[config.mk]
export PLATFORM = sky130hd
export DESIGN_NAME = step_sequencer
export DESIGN_NICKNAME = d
export VERILOG_FILES = /design/src/rtl/step_sequencer_pkg.sv /design/src/rtl/step_sequencer_counter.sv /design/src/rtl/step_sequencer.sv
export SDC_FILE = /design/constraint.sdc
export NUM_CORES = 1
export LEC_CHECK = 0
export ABC_AREA = 1
export CAP_MARGIN = 20
export CORE_MARGIN = 2
export CORE_UTILIZATION = 32
export CTS_BUF_LIST = sky130_fd_sc_hd__clkbuf_4 sky130_fd_sc_hd__clkbuf_8
export CTS_CLUSTER_DIAMETER = 150
export DETAILED_ROUTE_END_ITERATION = 8
export GPL_ROUTABILITY_DRIVEN = 0
export PLACE_DENSITY = 0.65
export RECOVER_POWER = 100
export SETUP_SLACK_MARGIN = 0.3
export SYNTH_ARGS = -nofsm -noshare
export SYNTH_HDL_FRONTEND = slang
export SYNTH_SLANG_ARGS = --single-unit
[constraint.sdc]
create_clock -name clk -period 4.2 [get_ports clk]
set_input_delay 0.42 -clock clk [delete_from_list [all_inputs] [get_ports clk]]
set_output_delay 0.42 -clock clk [all_outputs]
set_load 0.02 [all_outputs]
[src/rtl/step_sequencer_pkg.sv]
// Shared CPU constants: sequencer state encoding and the default halt opcode.
package step_sequencer_pkg;

    typedef enum logic [1:0] {
        ST_FETCH = 2'd0,
        ST_EXEC  = 2'd1,
        ST_HALT  = 2'd2
    } seq_state_e;

    localparam logic [7:0] HLT_OPCODE_DEFAULT = 8'hFF;
    localparam int         INSTR_COUNT_WIDTH  = 8;

endpackage

[src/rtl/step_sequencer_counter.sv]
// T-state up-counter with synchronous clear (priority over enable) and a
// terminal-count flag raised when the count sits at its all-ones value.
module step_counter #(
    parameter int WIDTH = 3
) (
    input  logic             clk,
    input  logic             reset,
    input  logic             clr_i,
    input  logic             en_i,
    output logic [WIDTH-1:0] count_o,
    output logic             tc_o
);

    logic [WIDTH-1:0] count_q;
    logic [WIDTH-1:0] count_d;

    always_comb begin
        count_d = count_q;
        if (clr_i) begin
            count_d = '0;
        end else if (en_i) begin
            count_d = count_q + WIDTH'(1);
        end
    end

    always_ff @(posedge clk) begin
        if (reset) begin
            count_q <= '0;
        end else begin
            count_q <= count_d;
        end
    end

    assign count_o = count_q;
    assign tc_o    = (count_q == '1);

endmodule

[src/rtl/step_sequencer.sv]
// CPU T-state sequencer: FETCH (steps 0-1, opcode latch with memory stall),
// EXEC (steps 2..last, early end allowed), HALT until reset.
module step_sequencer
    import step_sequencer_pkg::*;
#(
    parameter int                   STEP_WIDTH = 3,
    parameter int                   OPC_WIDTH  = 8,
    parameter logic [OPC_WIDTH-1:0] HLT_OPCODE = OPC_WIDTH'(HLT_OPCODE_DEFAULT)
) (
    input  logic                  clk,
    input  logic                  reset,
    input  logic [OPC_WIDTH-1:0]  ir_in,
    input  logic                  mem_ready,
    input  logic                  end_instr,
    output logic [STEP_WIDTH-1:0] step,
    output logic                  step_en,
    output logic [OPC_WIDTH-1:0]  opcode,
    output logic                  fetch,
    output logic                  halted,
    output logic [INSTR_COUNT_WIDTH-1:0] instr_count
);

    seq_state_e                   state_q, state_d;
    logic [OPC_WIDTH-1:0]         opcode_q, opcode_d;
    logic [INSTR_COUNT_WIDTH-1:0] count_q, count_d;
    logic [STEP_WIDTH-1:0]        step_q;
    logic                         step_tc;
    logic                         cnt_clr;
    logic                         cnt_en;
    logic                         step_active;

    step_counter #(
        .WIDTH (STEP_WIDTH)
    ) u_step_counter (
        .clk     (clk),
        .reset   (reset),
        .clr_i   (cnt_clr),
        .en_i    (cnt_en),
        .count_o (step_q),
        .tc_o    (step_tc)
    );

    always_comb begin
        state_d     = state_q;
        opcode_d    = opcode_q;
        count_d     = count_q;
        cnt_clr     = 1'b0;
        cnt_en      = 1'b0;
        step_active = 1'b0;
        case (state_q)
            ST_FETCH: begin
                if (step_q == '0) begin
                    step_active = 1'b1;
                    cnt_en      = 1'b1;
                end else if (mem_ready) begin
                    step_active = 1'b1;
                    opcode_d    = ir_in;
                    if (ir_in == HLT_OPCODE) begin
                        state_d = ST_HALT;
                        cnt_clr = 1'b1;
                    end else begin
                        state_d = ST_EXEC;
                        cnt_en  = 1'b1;
                    end
                end
            end
            ST_EXEC: begin
                step_active = 1'b1;
                // Last step and an early end collapse into one wrap and one count.
                if (step_tc || end_instr) begin
                    state_d = ST_FETCH;
                    cnt_clr = 1'b1;
                    count_d = count_q + INSTR_COUNT_WIDTH'(1);
                end else begin
                    cnt_en = 1'b1;
                end
            end
            ST_HALT: begin
                cnt_clr = 1'b1;
            end
            default: begin
                state_d = ST_FETCH;
                cnt_clr = 1'b1;
            end
        endcase
    end

    always_ff @(posedge clk) begin
        if (reset) begin
            state_q  <= ST_FETCH;
            opcode_q <= '0;
            count_q  <= '0;
        end else begin
            state_q  <= state_d;
            opcode_q <= opcode_d;
            count_q  <= count_d;
        end
    end

    // The stall at step 1 must drop the decoder enable in the same cycle
    // mem_ready is low, so the enable decodes registered state with live inputs.
    assign step_en     = step_active & ~reset;
    assign step        = step_q;
    assign opcode      = opcode_q;
    assign instr_count = count_q;
    assign fetch       = (state_q == ST_FETCH);
    assign halted      = (state_q == ST_HALT);

endmodule

# --- Yosys cells after proc, flatten, opt, wreduce, memory -nomap -nowiden ---
# Cells that the tools add are included.
totals:
  regBits: 21
  output_inout_bits: 22
  input_bits: 12
  elab_cells: 42
op_classes:
  n_mux: 18
  reduce_logical: 7
  n_bitwise: 4
  n_eq_ne: 7
  n_addsub: 2
ops:
  columns: ["op", "count"]
  rows:
  - ["$mux 1", 10]
  - ["$add 8x1->8 const B", 1]
  - ["$eq 8x8->1 const B", 1]
  - ["$mux 2", 4]
  - ["$ne 2x2->1 const B", 3]
  - ["$pmux 1 s2", 3]
  - ["$pmux 2 s3", 1]
  - ["$reduce_and 4->1", 1]
  - ["$add 3x1->3 const B", 1]
  - ["$eq 3x3->1 const B", 1]
  - ["$logic_not 3->1", 1]
  - ["$not 1->1", 3]
  - ["$reduce_and 3->1", 1]
  - ["$eq 2x1->1 const B", 1]
  - ["$eq 2x2->1 const B", 1]
  - ["$logic_not 2->1", 1]
  - ["$reduce_and 2->1", 1]
  - ["$reduce_or 2->1", 1]
  - ["$and 1x1->1", 1]
  - ["$logic_or 1x1->1", 1]

# --- Logic depth before layout (Yosys ltp) ---
logic_depth:
  ltp_word: 6
  depth_mapped: 9
  depth_no_buf: 9

# --- Hierarchy ---
# A second synthesis with hierarchy kept.
hier_totals:
  hier_cells: 151
  area_unflattened_um2: 1058.5
modules_own_cells:
  columns: ["module", "cells_per_inst", "n_inst", "area_per_inst_um2", "seq_area_each_um2"]
  rows:
  - ["step_sequencer", 128, 1, 903.4, 360.3]
  - ["step_counter", 23, 1, 155.1, 60.1]

# --- Worst setup path before layout ---
# OpenSTA, ideal clock, no wires.
synth_path:
  path_kind: "flip-flop to output port"
  startpoint: "register u_step_counter.count_q[0], in the netlist u_step_counter.count_o[0]"
  endpoint: "output port step_en"
  arrival_time_ns: 1.272
  setup_slack_ns: 2.508
  stages_incl_launch_ff: 5
  t_required_ns: 3.780
  n_path_buf: 0
  cell_sequence: "dfxtp_1 > inv_1 > ha_1 > nand2_1 > a311oi_1"
synth_between:
  elab_chain_cells: 4
synth_rtl:
  columns: ["element", "line_no", "rtl"]
  rows:
  - ["start, declared", "step_sequencer_counter.sv:14", "logic [WIDTH-1:0] count_q;"]
  - ["start signal, assigned", "step_sequencer_counter.sv:30", "count_q <= count_d;"]
  - ["$logic_not 3->1", "step_sequencer.sv:52", "if (step_q == '0) begin"]
  - ["$mux 1", "step_sequencer.sv:52", null]
  - ["$pmux 1 s2", "step_sequencer.sv:50", "case (state_q)"]
  - ["$and 1x1->1", "step_sequencer.sv:102", "assign step_en = step_active & ~reset;"]
  - ["end, declared", "step_sequencer.sv:16", "output logic step_en,"]
# Every way passes these cells.

# --- Worst setup path after layout ---
layout_path:
  startpoint: "input port reset"
  endpoint: "output port step_en"
layout_between:
  elab_chain_cells: 2
layout_rtl:
  columns: ["element", "line_no", "rtl"]
  rows:
  - ["start, declared", "step_sequencer.sv:11", "input logic reset,"]
  - ["$not 1->1", "step_sequencer.sv:102", null]
  - ["$and 1x1->1", "step_sequencer.sv:102", null]
# Every way passes these cells.

==> results by group <==
Run status
  – Status: completed

Power
  – Clock group share of total power: 0.163
  – Max VDD drop: 0.242 mV
  – NetSw: 264 µW
  – PwrDens: 453 mW/mm²
  – Leakage: roughly 0.62 nW
  – Power share of the combinational group: 0.438
  – Sw frac: 0.405
  – Sequential fraction of design power: 0.400
  – P_int: ~390 µW

Worst setup path
  – Critical-path maximum fanout: 14
  – Crit path max-delay cell type: dlygate4sd3_1
  – Data arrival, critical path: 2.10 ns
  – Crit path depth: 3
  – Worst EP required: around 3.8 ns
  – Setup CP Type: in2out
  – R2R Path End: instr_count[5]$_SDFFE_PP0P_
  – Largest stage delay, worst path: around 0.73 ns
  – CP dominant cell by count: dlygate4sd3_1
  – Crit path buf inv count: 2
  – Worst reg2reg setup slack: approximately 2.5 ns
  – Crit start category: input port
  – Worst R2R Path Depth: 9
  – Worst-path cell chain: dlygate4sd3_1, a311oi_1, dlygate4sd3_1
  – CP endpoint kind: primary output
  – Critical R2R Launch: u_step_counter.count_o[1]$_SDFFE_PP0P_
  – Cell family with most CP delay: buffers and inverters

Detailed routing
  – DR DRC count: 0
  – Antenna-violating nets left: 0
  – Wire per inst: approximately 10 µm
  – First-pass DRT Iterations: 4
  – Vias: about 1,000
  – Routed WL: between 2000 and 2500 µm
  – Vias per cell: about 4.5
  – Starting DRC count in detailed routing: 53

Placed design
  – Dpl cells: 227
  – PortBufs: 33
  – DP Wirelength: 1800 µm

Die
  – Die Y: approximately 61 µm
  – Initial Utilization: 0.339
  – Die Width: about 61 µm
  – Die ar.: about 0.0038 mm²
  – Rows: 20
  – Core Region: between 0.003 and 0.004 mm²
  – Top Ports: 34

Global route
  – Initial antenna violation count: 0
  – Global route overflow: 0
  – Pin count of the biggest net entering global routing: 15
  – GR Util met2: 0.234
  – Vias in the first global route: a little under 1,000
  – GR Util met1: 0.176
  – First-pass GRT wire length: slightly below 4000 µm
  – GRT met3 Usage: 0.0378
  – Top Usage Layer GRT: met2
  – Total track usage: 0.139

Logic synthesis
  – Proportion of synthesized chip area in sequential cells: 0.400
  – Distinct cells, synth: 21
  – Mapped cell area: about 0.0011 mm²
  – Syn_area_per_cell: approximately 6.9 µm²
  – Ys Warns: 0
  – Mapped Cells: ~150
  – Post-synth net total: roughly 170
  – #FFs+latches synth: 21

Finish
  – Area growth syn-to-layout: 36.5%
  – Non-filler cells, final: between 200 and 250
  – # diodes: 0
  – Share of cells above drive strength 1: 0.0642
  – Layout Nets: around 200

Hold path
  – Worst Hold Class: reg2reg
  – Hold path depth: 2
  – Min-Delay Startpoint: opcode[5]$_SDFFE_PP0P_
  – WHS Endpoint: opcode[5]$_SDFFE_PP0P_

CTS
  – Max Buffers Root-to-Sink: 2
  – CTS Hold Bufs: 0
  – CTS tree: built
  – Gates resized, CTS repair: 0
  – CTS root buf: clkbuf_4
  – Cts bufs inserted: 3
  – Clock Sinks: 21
  – H-tree depth reported by CTS: 1
  – Postcts setup bufs: 0
  – Worst-skew pair later-pin latency: ~0.3 ns
  – Clock transition at path regs: about 0.11 ns

STA
  – Setup TNS Final: 0 ns
  – Max-slew violations: 0
  – Count of final setup violators: 0
  – Max Fclk: around 400 MHz
  – Hold Slack: approximately 0.48 ns
  – RSZ-0062 raised after global routing: false
  – Final hold vios: 0
  – Clock Skew: 0.00327 ns
  – Part of the cycle the worst path needs: 0.601
  – Min cycle time layout: ~2.5 ns
  – Slew HR: 0.661
  – Worst Max-Slew Pin Slew: roughly 0.51 ns

Run
  – Max-cap violations: 0
==> tightest hold or removal path, delay by kind of cell (launching register included) <==
kind            cells  cell delay, ns
flops               1            0.33
simple gates        1            0.06
compound gates      1            0.06
==> Yosys cell counts <==
cell | n | area, µm²
nand2_1 | 47 | 176
dfxtp_1 | 21 | 420
a21oi_1 | 18 | 90.1
inv_1 | 16 | 60.1
nor2_1 | 14 | 52.6
nand3_1 | 5 | 25.0
o21ai_0 | 5 | 25.0
ha_1 | 4 | 50.1
inv_2 | 3 | 11.3
nand2_2 | 3 | 18.8
nor2_2 | 3 | 18.8
nand4_1 | 2 | 12.5
nor2_4 | 2 | 22.5
nor3_1 | 2 | 10.0
a311oi_1 | 1 | 8.76
buf_6 | 1 | 11.3
clkbuf_1 | 1 | 3.75
nand2_4 | 1 | 11.3
nand3b_1 | 1 | 7.51
o21ai_2 | 1 | 8.76
o21bai_1 | 1 | 7.51
==> cells by family after synthesis <==
| family | after synthesis | share of synthesized area |
|---|---|---|
| AND/OR/NAND/NOR | 80 | 0.338 |
| flip-flops | 21 | 0.400 |
| AO/OA/AOI/OAI | 26 | 0.133 |
| adder cells (fa/ha/maj) | 4 | 0.0476 |
| buffers and inverters | 21 | 0.0820 |
==> worst max path at each step <==
stage               slack (ns)                                    from  endpoint
CTS                       1.73                                   reset   step_en
floorplan                 2.51  u_step_counter.count_o[0]$_SDFFE_PP0P_   step_en
detailed placement        1.74                                   reset   step_en
finish                    1.68                                   reset   step_en
global placement          1.76                                   reset   step_en
global route              1.58                                   reset   step_en
==> stage by stage <==
stage | worst slack (ns) | utilization | power [mW] | area, µm²
floorplan | 2.51 | - | 0.466 | 1050
global placement | 1.76 | 0.458 | 0.565 | 1420
detailed placement | 1.74 | 0.458 | 0.575 | 1420
CTS | 1.73 | 0.468 | 0.682 | 1450
global route | 1.58 | 0.463 | 0.706 | 1440
finish | 1.68 | 0.463 | 0.650 | 1440
==> layer usage <==
metal	routed length, µm	vias to the layer above	share of wire
met2	1100	34	0.48
met4	13	0	0.0057
met3	126	2	0.055
met5	0	-	0
li1	-	551	-
met1	1070	454	0.46
==> cells in the final DEF (no fill, tap or decap), drive strengths merged <==
cell	n
nand4	2
nor2	19
clkbuf	4
inv	19
ha	4
dfxtp	21
nand3	5
o21bai	1
a311oi	1
a21oi	18
nor3	2
clkdlybuf4s50	10
nand3b	1
o21ai	6
nand2	51
dlygate4sd3	23
==> power by group through the flow <==
stage	Clock, mW	Combinational (mW)	Sequential [mW]
floorplan	0	0.167	0.298
global placement	0	0.301	0.264
finish	0.106	0.285	0.260
global route	0.115	0.326	0.265
detailed placement	0	0.309	0.266
CTS	0.109	0.311	0.262
==> layout make-up <==
cell class | count | area, µm²
fill | 349 | 1670
multi-input combinational | 110 | 529
sequential | 21 | 420
timing repair buffer | 33 | 330
inverter | 19 | 71.3
tap | 44 | 55.1
clock buffer | 4 | 30.0
==> flip-flops by register name, indices dropped and copies added (netlist names) <==
| register | flops |
|---|---|
| u_step_counter.count_o | 3 |
| opcode | 8 |
| instr_count | 8 |
| state_q | 2 |
No activity file was read; power rests on OpenSTA's default activity.
